## config.mk

```make
export PLATFORM = sky130hd
export DESIGN_NAME = itch_frame_scheduler
export DESIGN_NICKNAME = d
export VERILOG_FILES = /design/src/rtl/itch_frame_scheduler.sv
export SDC_FILE = /design/constraint.sdc
export NUM_CORES = 1
export LEC_CHECK = 0
export BUFFER_PORTS_ARGS = -buffer_cell sky130_fd_sc_hd__buf_2
export CAP_MARGIN = 30
export CORE_MARGIN = 3
export CORE_UTILIZATION = 40
export CTS_CLUSTER_SIZE = 40
export DETAILED_ROUTE_END_ITERATION = 6
export GPL_ROUTABILITY_DRIVEN = 0
export PLACE_DENSITY = 0.68
export SLEW_MARGIN = 10
export SYNTH_ARGS = -nofsm -noshare
export SYNTH_HDL_FRONTEND = slang
export SYNTH_SLANG_ARGS = --single-unit
```

## constraint.sdc

```tcl
create_clock -name clk -period 3.6 [get_ports clk]
set_input_delay 1.08 -clock clk [delete_from_list [all_inputs] [get_ports clk]]
set_output_delay 1.08 -clock clk [all_outputs]
set_load 0.02 [all_outputs]
```

## src/rtl/itch_frame_scheduler.sv

```systemverilog
// ITCH front-end sequencer: walks a 64-bit word stream, decodes 3-byte headers (including ones
// split across words), dispatches one-hot starts and streams body beats or skips bad messages.
`timescale 1ns/1ps
module itch_frame_scheduler #(
    parameter int MAX_LEN = 64,
    parameter int CNT_W   = 16
) (
    input  logic             clk,
    input  logic             rst,
    input  logic             in_valid,
    input  logic [63:0]      in_data,
    output logic             in_ready,
    output logic [7:0]       start_o,
    output logic [7:0]       msg_type,
    output logic [15:0]      msg_len,
    output logic             body_valid,
    output logic [63:0]      body_data,
    output logic [2:0]       body_offset,
    output logic             body_last,
    input  logic             body_ready,
    output logic [CNT_W-1:0] unknown_cnt,
    output logic [CNT_W-1:0] bad_len_cnt,
    output logic             busy
);

    typedef enum logic [2:0] {
        S_FETCH, S_HDR, S_HDR2, S_DISP, S_BODY, S_BFETCH, S_SKIP, S_SFETCH
    } state_t;

    localparam logic [1:0] CLS_KNOWN = 2'd0;
    localparam logic [1:0] CLS_UNK   = 2'd1;
    localparam logic [1:0] CLS_BAD   = 2'd2;

    state_t           r_state;
    logic [63:0]      r_cur;
    logic [2:0]       r_ptr;
    logic [2:0]       r_off;
    logic [2:0]       r_q;
    logic [15:0]      r_rem;
    logic [15:0]      r_hlo;
    logic             r_nf;
    logic [1:0]       r_cls;
    logic [7:0]       r_start;
    logic [7:0]       r_type;
    logic [15:0]      r_len;
    logic [CNT_W-1:0] r_unk;
    logic [CNT_W-1:0] r_bad;

    logic [23:0] w_hdr_cur;
    logic [23:0] w_hdr_spl;
    logic [23:0] w_hb;
    logic [15:0] w_len;
    logic [7:0]  w_type;
    logic [7:0]  w_oh;
    logic        w_badlen;
    logic        w_acc;
    logic        w_dec;
    logic        w_last;
    logic [3:0]  w_room;
    logic [3:0]  w_np;

    function automatic logic [7:0] type_onehot(input logic [7:0] t);
        logic [7:0] oh;
        case (t)
            8'h41:   oh = 8'h01;
            8'h46:   oh = 8'h02;
            8'h45:   oh = 8'h04;
            8'h43:   oh = 8'h08;
            8'h44:   oh = 8'h10;
            8'h52:   oh = 8'h20;
            8'h4F:   oh = 8'h40;
            8'h4C:   oh = 8'h80;
            default: oh = 8'h00;
        endcase
        return oh;
    endfunction

    // A split header is the two latched tail bytes of the old word followed by the new word's head.
    assign w_hdr_cur = 24'(r_cur >> {r_ptr, 3'b000});
    assign w_hdr_spl = 24'({in_data[15:0], r_hlo} >> {r_ptr[0], 3'b000});
    assign w_hb      = (r_state == S_HDR2) ? w_hdr_spl : w_hdr_cur;
    assign w_len     = w_hb[15:0];
    assign w_type    = w_hb[23:16];
    assign w_oh      = type_onehot(w_type);
    assign w_badlen  = (w_len == 16'd0) || (w_len > 16'(MAX_LEN));

    assign in_ready = (r_state == S_FETCH) || (r_state == S_HDR2) ||
                      (r_state == S_BFETCH) || (r_state == S_SFETCH);
    assign w_acc    = in_valid && in_ready;
    assign w_dec    = ((r_state == S_HDR) && (r_ptr < 3'd6)) || ((r_state == S_HDR2) && w_acc);
    assign w_room   = 4'd8 - {1'b0, r_off};
    assign w_last   = r_rem <= {12'd0, w_room};
    assign w_np     = {1'b0, r_off} + r_rem[3:0];

    assign busy        = r_state != S_FETCH;
    assign body_valid  = r_state == S_BODY;
    assign body_data   = r_cur;
    assign body_offset = body_valid ? r_off : 3'd0;
    assign body_last   = body_valid && w_last;
    assign start_o     = r_start;
    assign msg_type    = r_type;
    assign msg_len     = r_len;
    assign unknown_cnt = r_unk;
    assign bad_len_cnt = r_bad;

    always_ff @(posedge clk) begin
        if (rst) begin
            r_state <= S_FETCH;
            r_cur   <= '0;
            r_ptr   <= '0;
            r_off   <= '0;
            r_q     <= '0;
            r_rem   <= '0;
            r_hlo   <= '0;
            r_nf    <= 1'b0;
            r_cls   <= CLS_KNOWN;
            r_start <= '0;
            r_type  <= '0;
            r_len   <= '0;
            r_unk   <= '0;
            r_bad   <= '0;
        end else begin
            r_start <= 8'h00;
            case (r_state)
                S_FETCH: if (w_acc) begin
                    r_cur   <= in_data;
                    r_state <= S_HDR;
                end
                S_HDR: if (r_ptr >= 3'd6) begin
                    r_hlo   <= r_cur[63:48];
                    r_state <= S_HDR2;
                end else begin
                    r_state <= S_DISP;
                end
                S_HDR2: if (w_acc) begin
                    r_cur   <= in_data;
                    r_state <= S_DISP;
                end
                S_DISP: begin
                    // Zero-length headers resync two bytes on, just past the length field.
                    if ((r_cls == CLS_BAD) && (r_len == 16'd0)) begin
                        r_ptr   <= r_ptr + 3'd2;
                        r_state <= S_HDR;
                    end else if (r_rem == 16'd0) begin
                        r_ptr   <= r_nf ? 3'd0 : r_q;
                        r_state <= r_nf ? S_FETCH : S_HDR;
                    end else if (r_nf) begin
                        r_off   <= 3'd0;
                        r_state <= (r_cls == CLS_KNOWN) ? S_BFETCH : S_SFETCH;
                    end else begin
                        r_off   <= r_q;
                        r_state <= (r_cls == CLS_KNOWN) ? S_BODY : S_SKIP;
                    end
                end
                S_BODY: if (body_ready) begin
                    if (w_last) begin
                        r_ptr   <= w_np[3] ? 3'd0 : w_np[2:0];
                        r_state <= w_np[3] ? S_FETCH : S_HDR;
                    end else begin
                        r_rem   <= r_rem - {12'd0, w_room};
                        r_off   <= 3'd0;
                        r_state <= S_BFETCH;
                    end
                end
                S_BFETCH: if (w_acc) begin
                    r_cur   <= in_data;
                    r_state <= S_BODY;
                end
                S_SKIP: begin
                    if (w_last) begin
                        r_ptr   <= w_np[3] ? 3'd0 : w_np[2:0];
                        r_state <= w_np[3] ? S_FETCH : S_HDR;
                    end else begin
                        r_rem   <= r_rem - {12'd0, w_room};
                        r_off   <= 3'd0;
                        r_state <= S_SFETCH;
                    end
                end
                S_SFETCH: if (w_acc) begin
                    r_cur   <= in_data;
                    r_state <= S_SKIP;
                end
                default: r_state <= S_FETCH;
            endcase

            if (w_dec) begin
                r_len <= w_len;
                r_type <= w_type;
                r_rem <= w_len - 16'd1;
                r_q   <= r_ptr + 3'd3;
                r_nf  <= (r_state == S_HDR) && (r_ptr == 3'd5);
                if (w_badlen) begin
                    r_cls <= CLS_BAD;
                    if (r_bad != '1) r_bad <= r_bad + 1'b1;
                end else if (w_oh == 8'h00) begin
                    r_cls <= CLS_UNK;
                    if (r_unk != '1) r_unk <= r_unk + 1'b1;
                end else begin
                    r_cls   <= CLS_KNOWN;
                    r_start <= w_oh;
                end
            end
        end
    end

endmodule
```

# Word-level counts from Yosys, hierarchy flattened
# Index checks and enable logic that the tools add are counted.
# op_classes
n_reduce_logical,30
bitwise_logic,2
n_lt_le_gt_ge,4
eq_ne,28
shifts,2
muxes,37
n_addsub,8
# op_table
op,count
$eq 8x7->1 const B,8
$pmux 8 s8,1
$shr 64x6->24,1
$mux 3,20
$logic_not 16->1,3
$mux 16,3
$add 16x1->16 const B,2
$ne 16x16->1 const B,2
$pmux 16 s2,1
$shr 32x4->24,1
$mux 24,1
$pmux 3 s8,1
$pmux 3 s3,2
$gt 16x7->1 const B,1
$le 16x4->1,1
$sub 16x1->16 const B,1
$sub 16x4->16,1
$eq 3x3->1 const B,5
$ne 2x2->1 const B,6
$reduce_bool 3->1,3
$logic_not 8->1,1
$mux 2,4
$reduce_and 4->1,2
$reduce_or 4->1,2
20 further kinds,38
# word_totals
input_bits,68
output_inout_bits,135
wordCells,125
reg_bits,175

# Depth between registers and ports, before layout
# logic_depth
word_depth,9
ltp_mapped,18
mapped_depth_nobuf,12

# Worst setup path before layout
# No wires, ideal clock.
# synth_path
kind,register to register
from,register r_ptr[0]
to,"register r_bad[10], in the netlist bad_len_cnt[10]"
period_less_slack_ps,3799
stages_incl_launch_ff,17
slack_ps,-199
path_buffers,4
t_required_ps,3479
arrival_ps,3678
setup_time_ps,121
cell_sequence,dfxtp_1 > buf_6 > buf_6 > buf_4 > buf_4 > mux4_2 > nand2_1 > a31oi_1 > inv_1 > ha_1 > and2_1 > a32oi_1 > nor4_4 > mux2_4 > a21oi_2 > nor2b_1 > mux2_2
# synth_between
elab_chain_len,5
elab_cells_between_ends,10
classes_between,order compare: 2; shift: 2; mux: 1; reduce/logical: 5
# synth_rtl
item,line_no,source
"start, declared",36,logic [2:0] r_ptr;
"start signal, assigned",142,r_ptr <= r_ptr + 3'd2;
"start signal, assigned",145,r_ptr <= r_nf ? 3'd0 : r_q;
"start signal, assigned",157,r_ptr <= w_np[3] ? 3'd0 : w_np[2:0];
$shr 64x6->24 / $shr 32x4->24 (equally long branches),"79, 80",
$mux 24,81,assign w_hb = (r_state == S_HDR2) ? w_hdr_spl : w_hdr_cur;
$gt 16x7->1 / $logic_not 16->1 (equally long branches),85,assign w_badlen = (w_len == 16'd0) || (w_len > 16'(MAX_LEN));
$logic_or 1x1->1,85,
$reduce_and 3->1 (no line) (*),--,
"end signal, assigned",194,if (r_bad != '1) r_bad <= r_bad + 1'b1;
"end, declared",47,logic [CNT_W-1:0] r_bad;
# Mark *: on every way between the ends. The rest lies on a longest branch, timed or not.
# A chain may end at the register's enable or synchronous reset.

# Final worst setup path
# layout_path
from,register r_off[1]
to,output port body_last
# layout_between
elab_chain_len,3
# layout_rtl
item,line_no,source
"start, declared",37,logic [2:0] r_off;
"start signal, assigned",151,r_off <= r_q;
$sub 4x3->4,91,"assign w_room = 4'd8 - {1'b0, r_off};"
$le 16x4->1,92,"assign w_last = r_rem <= {12'd0, w_room};"
$logic_and 1x1->1,99,assign body_last = body_valid && w_last;
"end, declared",19,"output logic body_last,"
# No other way between the ends.

==> results by group <==
Cells and area
  – Nets: around 1500
  – N_diodes: 0
  – Layout Cells excl Fill: between 1500 and 2000
  – Layout area overhead: 23.7%
  – Filler instances: around 2300
  – Layout cells sized above 1: between 20 and 30%

Setup path
  – WS Path Type: flop to output port
  – CP arrival: 2.39 ns
  – Worst setup SP type: flop
  – Worst Path Required: roughly 2.5 ns
  – CP max stage cell: fa_2
  – CP cell instances: inv_2 > ha_1 > inv_1 > fa_2 > a21o_1 > a21oi_2 > o211ai_1 > nor3_2 > buf_4
  – Crit path max fanout: 4
  – Max incr delay on CP: approximately 0.37 ns
  – Critical Path Sink Type: output port

Global route
  – Initial antenna violation count: 0
  – Grt met2 use: around 38%
  – First-pass GRT wire length: 50.6 mm
  – GR peak layer: met2
  – Routing usage on met3: under 10%
  – Routing usage on met1: 32.7%
  – Vias in the first global route: ~9200
  – GRT Util Overall: between 20% and 30%
  – Global route total overflow: 0
  – Largest net degree at the start of global routing: between 80 and 90

Synthesis
  – Post-synth ARST share: 0%
  – Top post-synthesis cells by count: nand2_1 (244), dfxtp_1 (175), a21oi_1 (144), nor2_1 (78), clkbuf_1 (47)
  – Post-Syn Nets: between 1000 and 1500
  – Ranking of synthesized cells by area: dfxtp_1 (36%), nand2_1 (9.4%), a21oi_1 (7.4%), mux4_2 (5.1%), mux2i_1 (3.4%)
  – FF+latch count, synth: approximately 180
  – Post-synth EDFFs: 0
  – Top-count cell post-synth: nand2_1
  – Avg Inst Size Synth: between 8 and 9 um^2
  – Unique masters post-synth: 82
  – Post-Synthesis Cells: 1186
  – Synth area leader: dfxtp_1
  – Most common flop cell mapped by yosys: dfxtp_1
  – Yosys warning count: 0
  – Sequential area share after synthesis: a little over a third
  – Mapped Area: roughly 0.01 mm^2
  – Top cell type's share of synthesized area: a little over a third

Route
  – DRT iter0 DRCs: 1060
  – Pre-antenna DRT Iters: 7
  – DRC violations left: 0
  – Antenna Nets Post-Route: 0
  – Via count: slightly below 10000
  – Vias/cell: approximately 5.7
  – WL final: 32.9 mm
  – DR WL/cell: between 15 and 20 um

Pwr
  – Peak VDD IR: ~0.46 mV
  – Power per cell area: ~700 mW/mm^2
  – Pwr Total: 8.30 mW
  – Leak Pwr: about 4.8 nW

Clock network
  – Clk buf depth: 2
  – H-tree depth: 4
  – CTS tree: yes
  – Clock Latency Late Sink: 0.44 ns
  – Cts bufs inserted: 17
  – CTS sink count: ~180
  – Clock transition at path regs: around 0.070 ns
  – Clock Tree Root: clkbuf_16

Timing
  – Fin Clk Skew: between 0.01 and 0.015 ns
  – Fmax: around 0.29 GHz
  – Final period utilization: around 96%
  – Min Tclk post-route: roughly 3.5 ns
  – Worst slew pin tran: about 0.76 ns
  – Fin. max-slew vios: 0
  – Final setup fails: 0
  – Slew margin rel.: 48.7%
  – Hold Fails Final Rpt: 0

Die
  – Boundary Pins: between 200 and 250
  – Chip height: roughly 160 um
  – Starting density of the core: between 40% and 50%
  – Row count: 56
  – Core region area: between 0.02 and 0.025 mm^2
  – Die span in x: about 160 um
  – Die area: between 0.02 and 0.03 mm^2

Placement
  – Placed cell count: about 1700
  – Port Buffers: 202
  – Hpwl dp: ~24 mm

Outcome
  – Status: finished clean

Worst hold path
  – Hold Path Class: flop to flop

Job
  – Max-Cap Viols: 0
[final cells by class]
class	instances	area (um^2)	area share (%)
multi-input cells	910	5850	48.6
clock inverters	11	130	1.08
inverters	20	75.1	0.623
repair buffers	273	1610	13.3
clock buffers	21	470	3.90
flip-flops and latches	175	3520	29.2
well taps	319	399	3.31
[worst paths after layout]
path	depth (start not counted)	to	slack, ns	start
worst max-delay path	9	body_last	0.13	r_off[1]
worst min-delay path	2	msg_type[0]	0.45	msg_type[0]
worst max register to register	10	unknown_cnt[4]	0.21	r_ptr[2]
worst min register to register	2	msg_type[0]	0.45	msg_type[0]
[sequential cells by signal (all words and copies together) (netlist names), 8 cells and up]
register	count
body_data	64
bad_len_cnt	16
msg_len	16
r_hlo	16
r_rem	16
unknown_cnt	16
msg_type	8
start_o	8
[cells by family (layout without fill, tap and decap cells)]
logic type      Yosys count  in the layout  share of synthesized area, %
flops                   175            175                          36.0
compound gates          273            273                          17.5
xor+xnor                 31             31                          2.79
simple gates            506            507                          25.0
mux                      80             80                          11.4
fa+ha+maj                19             19                          2.60
buf+inv                 102            325                          4.75
[worst max-delay path: cells and delay by family, from the launching register on]
| family | cells | cell delay [ns] |
|---|---|---|
| DFF | 1 | 0.36 |
| adders and majority gates | 2 | 0.64 |
| buffers and inverters | 3 | 0.29 |
| AOI/OAI and AO/OA | 3 | 0.51 |
| and+or+nand+nor | 1 | 0.16 |
[cell usage in the layout, fill, tap and decap left out, drive strengths merged, types with 25 or more instances in the layout]
master and count:
a21oi 146, mux2 25, nor3 25, mux2i 33
a211oi 31, nand2 244, buf 272, nor2 78
dfxtp 175, nor2b 25
[stage by stage]
stage | instance area, um^2 | setup WS (ns) | hold WS [ns] | TNS (ns) | util (%)
floorplan | 9750 | 0.0292 | 0.432 | 0 | -
global placement | 11300 | 0.181 | 0.439 | 0 | 47.8
detailed placement | 11300 | 0.131 | 0.447 | 0 | 47.8
CTS | 11900 | 0.00440 | 0.457 | 0 | 50.4
global route | 12000 | -0.0132 | 0.484 | -0.0132 | 50.9
finish | 12000 | 0.127 | 0.453 | 0 | 50.9
[report_power, final]
part           switching (mW)  internal, mW  leakage, nW
logic                    2.34          1.50         3.11
registers               0.346          2.22         1.43
clock network           0.814          1.08        0.282
total                    3.50          4.80         4.82
[routing by layer]
| layer | up-vias | part of all wire [%] | wire length (um) |
|---|---|---|---|
| li1 | 4676 | - | - |
| met1 | 4725 | 43 | 14000 |
| met2 | 450 | 46 | 15200 |
| met3 | 72 | 8.2 | 2710 |
| met4 | 0 | 2.9 | 955 |
| met5 | - | 0 | 0 |
[repair_timing]
item,4_1_cts,5_1_grt
hold buffers,0,0
resized for setup,5,9
setup endpoints to repair,1,19
gates cloned,0,2
setup buffers,1,7
pin swaps,3,3
Power figures use the tool's default switching activity.
